[src/rtl/bldc_commutator.sv]
// Six-step BLDC commutator: PWM generator, filtered hall decode with illegal-state
// fault latch, and per-leg dead-time FSMs driving the six inverter switch enables.
module bldc_commutator #(
  parameter int unsigned PWM_W = 8,
  parameter int unsigned DEAD  = 4,
  parameter int unsigned FILT  = 3
) (
  input  logic             clk,
  input  logic             rst,
  input  logic             pwm_en,
  input  logic [PWM_W-1:0] pwm_in,
  input  logic             dir,
  input  logic             H1,
  input  logic             H2,
  input  logic             H3,
  input  logic             clear_fault,
  output logic             pwm_out,
  output logic             AP,
  output logic             AN,
  output logic             BP,
  output logic             BN,
  output logic             CP,
  output logic             CN,
  output logic [2:0]       hall_state,
  output logic             hall_valid,
  output logic             fault
);

  localparam int unsigned DTW = $clog2(DEAD + 1);
  localparam int unsigned FCW = $clog2(FILT + 1);

  typedef enum logic [1:0] {LEG_OFF, LEG_HIGH, LEG_LOW} leg_e;

  function automatic logic legal3(input logic [2:0] v);
    return (v != 3'b000) && (v != 3'b111);
  endfunction

  logic [PWM_W-1:0] cnt_q, duty_q;
  logic             pwm_q;
  logic [2:0]       sync1_q, hs_q, cand_q, hall_q;
  logic [FCW-1:0]   run_q, run_d;
  logic             accept, legal_acc, illegal_acc;
  logic             fault_q, fault_d, valid_q, valid_d;
  logic [2:0]       tab_hi, tab_lo, hi_m, lo_m;
  logic             drive_ok;
  leg_e             req     [3];
  leg_e             state_q [3];
  leg_e             state_d [3];
  logic [2:0][DTW-1:0] dt_q, dt_d;

  // Duty is only sampled at the end of a period so a period is never split.
  always_ff @(posedge clk) begin
    if (rst) begin
      cnt_q  <= '0;
      duty_q <= '0;
      pwm_q  <= 1'b0;
    end else begin
      cnt_q <= cnt_q + 1'b1;
      if (cnt_q == '1) duty_q <= pwm_in;
      pwm_q <= pwm_en & (cnt_q < duty_q);
    end
  end

  // run_d is the length of the current run of identical synchronised samples.
  always_comb begin
    run_d = FCW'(1);
    if (hs_q == cand_q) begin
      run_d = (run_q == FCW'(FILT)) ? run_q : run_q + 1'b1;
    end
  end

  assign accept      = (hs_q != hall_q) && (run_d == FCW'(FILT));
  assign legal_acc   = accept & legal3(hs_q);
  assign illegal_acc = accept & ~legal3(hs_q);

  always_comb begin
    fault_d = fault_q;
    valid_d = valid_q;
    if (illegal_acc) begin
      fault_d = 1'b1;
      valid_d = 1'b0;
    end else if (clear_fault) begin
      fault_d = 1'b0;
      valid_d = 1'b0;
    end else if (legal_acc) begin
      valid_d = ~fault_q;
    end else if (!fault_q && legal3(hall_q)) begin
      valid_d = 1'b1;
    end
  end

  always_ff @(posedge clk) begin
    if (rst) begin
      sync1_q <= '0;
      hs_q    <= '0;
      cand_q  <= '0;
      run_q   <= '0;
      hall_q  <= '0;
      fault_q <= 1'b0;
      valid_q <= 1'b0;
    end else begin
      sync1_q <= {H1, H2, H3};
      hs_q    <= sync1_q;
      cand_q  <= hs_q;
      run_q   <= run_d;
      if (accept) hall_q <= hs_q;
      fault_q <= fault_d;
      valid_q <= valid_d;
    end
  end

  // Leg masks are {C,B,A}.
  always_comb begin
    tab_hi = '0;
    tab_lo = '0;
    case (hall_q)
      3'b101:  begin tab_hi = 3'b001; tab_lo = 3'b010; end
      3'b100:  begin tab_hi = 3'b001; tab_lo = 3'b100; end
      3'b110:  begin tab_hi = 3'b010; tab_lo = 3'b100; end
      3'b010:  begin tab_hi = 3'b010; tab_lo = 3'b001; end
      3'b011:  begin tab_hi = 3'b100; tab_lo = 3'b001; end
      3'b001:  begin tab_hi = 3'b100; tab_lo = 3'b010; end
      default: begin tab_hi = '0;     tab_lo = '0;     end
    endcase
    hi_m = dir ? tab_lo : tab_hi;
    lo_m = dir ? tab_hi : tab_lo;
  end

  assign drive_ok = pwm_en & ~fault_q & valid_q;

  always_comb begin
    for (int unsigned i = 0; i < 3; i++) begin
      req[i] = LEG_OFF;
      if (drive_ok) begin
        if (hi_m[i] && pwm_q) req[i] = LEG_HIGH;
        else if (lo_m[i])     req[i] = LEG_LOW;
      end
    end
  end

  always_ff @(posedge clk) begin
    if (rst) begin
      for (int unsigned i = 0; i < 3; i++) state_q[i] <= LEG_OFF;
      dt_q <= '0;
    end else begin
      for (int unsigned i = 0; i < 3; i++) state_q[i] <= state_d[i];
      dt_q <= dt_d;
    end
  end

  // Every leg passes through OFF for DEAD cycles between any two on-states.
  always_comb begin
    dt_d = dt_q;
    for (int unsigned i = 0; i < 3; i++) begin
      state_d[i] = state_q[i];
      if (state_q[i] != LEG_OFF) begin
        if (req[i] != state_q[i]) begin
          state_d[i] = LEG_OFF;
          dt_d[i]    = DTW'(DEAD);
        end
      end else if (dt_q[i] != '0) begin
        dt_d[i] = dt_q[i] - 1'b1;
      end else if (req[i] != LEG_OFF) begin
        state_d[i] = req[i];
      end
    end
  end

  always_comb begin
    AP = (state_q[0] == LEG_HIGH);
    AN = (state_q[0] == LEG_LOW);
    BP = (state_q[1] == LEG_HIGH);
    BN = (state_q[1] == LEG_LOW);
    CP = (state_q[2] == LEG_HIGH);
    CN = (state_q[2] == LEG_LOW);
  end

  assign pwm_out    = pwm_q;
  assign hall_state = hall_q;
  assign hall_valid = valid_q;
  assign fault      = fault_q;

endmodule

[config.mk]
export PLATFORM = sky130hd
export DESIGN_NAME = bldc_commutator
export DESIGN_NICKNAME = d
export VERILOG_FILES = /design/src/rtl/bldc_commutator.sv
export SDC_FILE = /design/constraint.sdc
export NUM_CORES = 1
export LEC_CHECK = 0
export BUFFER_PORTS_ARGS = -buffer_cell sky130_fd_sc_hd__buf_2
export CORE_MARGIN = 3
export CORE_UTILIZATION = 45
export CTS_CLUSTER_SIZE = 16
export DETAILED_ROUTE_END_ITERATION = 7
export GPL_ROUTABILITY_DRIVEN = 0
export GPL_TIMING_DRIVEN = 0
export PLACE_DENSITY_LB_ADDON = 0.08
export SLEW_MARGIN = 20
export SYNTH_ARGS = -nofsm -noshare
export SYNTH_HDL_FRONTEND = slang
export SYNTH_SLANG_ARGS = --single-unit
[constraint.sdc]
create_clock -name clk -period 1.88 [get_ports clk]
set_input_delay 0.094 -clock clk [delete_from_list [all_inputs] [get_ports clk]]
set_output_delay 0.094 -clock clk [all_outputs]
set_load 0.02 [all_outputs]
==> impl_metrics.tcl <==
set metrics [dict create \
    placement_rows 25 \
    firstDrtPassIters 4 \
    period_utilization_post_route_pct 92.1 \
    standard_cell_with_the_maximum_stage_delay_on_the_critical_path "sky130_fd_sc_hd__or4b_1" \
    hold_path_depth 3 \
    cpPeakStageDelay_ns 0.47 \
    setup_violations 0 \
    post_synth_num_cell_types 44 \
    drv_cap 0 \
    io_buffer_count 26 \
    holdCritPathClass "primary input to flop" \
    num_cts_buffers 5 \
    dpl.hpwl_mm 3.30 \
    worst_slew_pin_slew_ns 0.590 \
    layout.filler_cells 476 \
    finalWorstPathRequiredPeriod_ns 1.73 \
    design.portCount 28 \
    clock_latency_ns 0.30 \
    most_common_library_cell_in_the_layout_ignoring_fill_and_taps "sky130_fd_sc_hd__dfxtp_1" \
    cts_num_sinks 48 \
    post_dp_cell_area_um2 2590 \
    worst_r2r_startpoint "hall_state[2]" \
    drive_gt1_share_pct 16.4 \
    crit_path_max_fanout 10 \
    cts_buffer_depth 2 \
    synth_area_per_cell_um2 8.91 \
    post_detailed_route_via_to_cell_ratio 4.93 \
    crit_buf_inv 1 \
    postSynth.asyncResetShare_pct 0 \
    critPathTopFamily "simple AND/OR/NAND/NOR gates" \
    overflow_left_after_global_routing 0 \
    path_clk_slew_ns 0.09 \
    path_class "flop to flop" \
    depth_of_the_critical_timing_path_with_buffers_and_inverters_included 6 \
    flow.area_growth_from_synthesis_pct 16.0 \
    ordered_cell_list_for_the_critical_path "buf_6 > nor3b_2 > o21ai_2 > a22o_1 > or4b_1 > o31ai_1" \
    worstReg2RegEnd "dt_q[6]" \
    hold_start "pwm_in[2]" \
    syn_nets 297 \
    worst_r2r_path_depth 6 \
    grt_antenna_before_repair 0 \
    wire_length_of_the_first_global_routing_pass_mm 7.89 \
    routed-via-count 1834 \
    coreArea_um2 4910 \
    synthesis.instances 267 \
    clock_tree.htree_level_count 2 \
    simple_logic_cell_fraction_of_the_synthesized_area_pct 27.4 \
    routedWlPerCell_um 12.2 \
    clock_tree.root_cell "sky130_fd_sc_hd__clkbuf_8" \
    multiInputGateArea_um2 1300 \
    synth_enable_flop_cells 0 \
    finish.net_count 334 \
    grt_use_total_pct 16.1 \
    yosys-mux-area-fraction_pct 5.05 \
    rrSetupSlack_ns 0.15 \
    seq_area_um2 962 \
    result_of_the_run "completed" \
    num_antenna_cells 0 \
    vdd.ir_drop.worst_uv 551 \
    setup_tns_ns 0 \
    initial_core_util_pct 48.4 \
    synthFlopType "sky130_fd_sc_hd__dfxtp_1" \
    synth_fa_ha_area_share_pct 7.36 \
    worstHoldEndpoint "duty_q[2]" \
    slew_headroom_pct 60.7 \
    cts_tree "yes" \
    synth_top_family_by_area "simple AND/OR/NAND/NOR gates" \
    fmax_ghz 0.577 \
    power_per_cell_area_nw_per_um2 937 \
    ys.warnings.count 0 \
    startpoint_type "flop" \
    layout.cell_area.non_filler_um2 2760 \
    drt-initial-drc-count 66 \
    setup_repair_after_global_routing_missed_its_margin "no" \
    report.final.hold_viol_count 0 \
    worst-endpoint-arrival_ns 1.95 \
    first_global_vias 1742 \
    chipHeight_um 78.7 \
    grt_max_degree 15 \
    most-common-layout-cells "47 x sky130_fd_sc_hd__dfxtp_1, 34 x sky130_fd_sc_hd__nor2_1, 28 x sky130_fd_sc_hd__buf_2" \
    die-area_um2 6190 \
    worstSetupEndpointType "flop" \
    clock_tree_skew_after_final_layout_ns 0.00348 \
    routed_wirelength_mm 4.53 \
    syn_area_um2 2380 \
    final-max-slew-violation-count 0 \
    compound_cell_area_share_of_the_yosys_netlist_pct 10.4 \
    synth_xor_area_share_pct 4.42 \
    die_width_um 78.7 \
    static-leakage-power_nw 1.15 \
    drt_drc_violations_left 0 \
    final_critical_path_setup_slack_ns 0.148 \
    final_antenna_violating_net_count 0 \
    seq_area_frac_synth_pct 40.4 \
    worstPathRequired_ns 2.10 \
    place_worst_setup_slack_ns 0.188 \
    synth-seq-cells 48 \
]
worst reg2reg max path, cell delays in order (launching register included):
cell,delay (ns)
sky130_fd_sc_hd__dfxtp_1,0.40
sky130_fd_sc_hd__buf_6,0.16
sky130_fd_sc_hd__nor3b_2,0.19
sky130_fd_sc_hd__o21ai_2,0.09
sky130_fd_sc_hd__a22o_1,0.26
sky130_fd_sc_hd__or4b_1,0.47
sky130_fd_sc_hd__o31ai_1,0.08
logic make-up (layout without fill, tap and decap cells):
group	after synthesis	count (layout)
AND/OR/NAND/NOR	116	116
flip-flops	48	48
AO/OA/AOI/OAI	37	37
buffers and inverters	28	66
adder cells (fa/ha/maj)	14	14
XOR/XNOR	12	12
multiplexers	12	12
synth_stat cells, types with 3 or more instances:
master / count / area, um^2
sky130_fd_sc_hd__dfxtp_1: 48 / 961
sky130_fd_sc_hd__nor2_1: 34 / 128
sky130_fd_sc_hd__nor2b_1: 18 / 113
sky130_fd_sc_hd__inv_1: 16 / 60.1
sky130_fd_sc_hd__ha_1: 14 / 175
sky130_fd_sc_hd__nand2_1: 13 / 48.8
sky130_fd_sc_hd__mux2i_1: 12 / 120
sky130_fd_sc_hd__nor3_1: 11 / 55.1
sky130_fd_sc_hd__a21oi_1: 8 / 40.0
sky130_fd_sc_hd__clkbuf_1: 8 / 30.0
sky130_fd_sc_hd__xnor2_1: 8 / 70.1
sky130_fd_sc_hd__or3_1: 6 / 37.5
sky130_fd_sc_hd__nand3_1: 5 / 25.0
sky130_fd_sc_hd__nor3b_1: 5 / 37.5
sky130_fd_sc_hd__o21ai_0: 5 / 25.0
sky130_fd_sc_hd__o21ai_1: 5 / 25.0
sky130_fd_sc_hd__and3b_2: 4 / 40.0
sky130_fd_sc_hd__nand2b_1: 4 / 25.0
sky130_fd_sc_hd__nand3b_1: 4 / 30.0
sky130_fd_sc_hd__xor2_1: 4 / 35.0
sky130_fd_sc_hd__a22oi_1: 3 / 22.5
sky130_fd_sc_hd__and3b_1: 3 / 26.3
metal layers:
| layer | track usage [%] | routed length [um] | vias up |
|---|---|---|---|
| met3 | 3.74 | 140 | 8 |
| met4 | 7.52 | 94 | 0 |
| met1 | 22.1 | 2450 | 811 |
| met2 | 24.0 | 1840 | 26 |
| met5 | 0 | 0 | - |
| li1 | - | - | 989 |
metrics by stage:
stage	power (W)	hold slack, ns	utilization, %	instances
2_1_floorplan	0.00167	0.172	-	267
3_3_place_gp	0.00178	0.282	52.8	360
3_5_place_dp	0.00179	0.284	52.8	360
4_1_cts	0.00262	0.00963	56.2	372
5_1_grt	0.00276	0.0381	56.2	372
6_report	0.00259	0.0196	56.2	372
state kept, by name, indices dropped and copies added, names as in the netlist, 2 cells and up:
register and cells:
dt_q 9, cnt_q 8, duty_q 8, state_q 6
cand_q 3, hall_state 3, hs_q 3, sync1_q 3
run_q 2
final cells by class:
class                           instances  area share, %
Sequential cell                        48           34.9
Multi-Input combinational cell        191           47.1
Tap cell                               67           3.04
Buffer                                 12           2.13
Timing Repair Buffer                   30           6.16
Clock inverter                          1           1.09
Clock buffer                            7           3.49
Inverter                               16           2.18
how the worst max path moves through the flow:
stage / startpoint / slack, ns / end
floorplan: hall_state[0] / 0.17 / dt_q[6]
global placement: hall_state[0] / 0.18 / dt_q[6]
detailed placement: hall_state[0] / 0.19 / dt_q[6]
CTS: hall_state[0] / 0.15 / dt_q[6]
global route: cnt_q[0] / 0.003 / duty_q[7]
finish: hall_state[2] / 0.15 / dt_q[6]
power by group:
| part | total, W | internal [W] | switching, W |
|---|---|---|---|
| Combinational | 0.000603 | 0.000291 | 0.000312 |
| Sequential | 0.00117 | 0.00111 | 0.0000581 |
| Clock | 0.000813 | 0.000469 | 0.000344 |
timing repair:
| action | CTS | global route |
|---|---|---|
| endpoints found under the hold margin | 4 | 0 |
| hold buffers | 4 | 0 |
| buffers inserted | 0 | 0 |
| resized for setup | 0 | 1 |
| setup endpoints to repair | 0 | 1 |
Note: power is estimated with default switching activity, not from simulation.
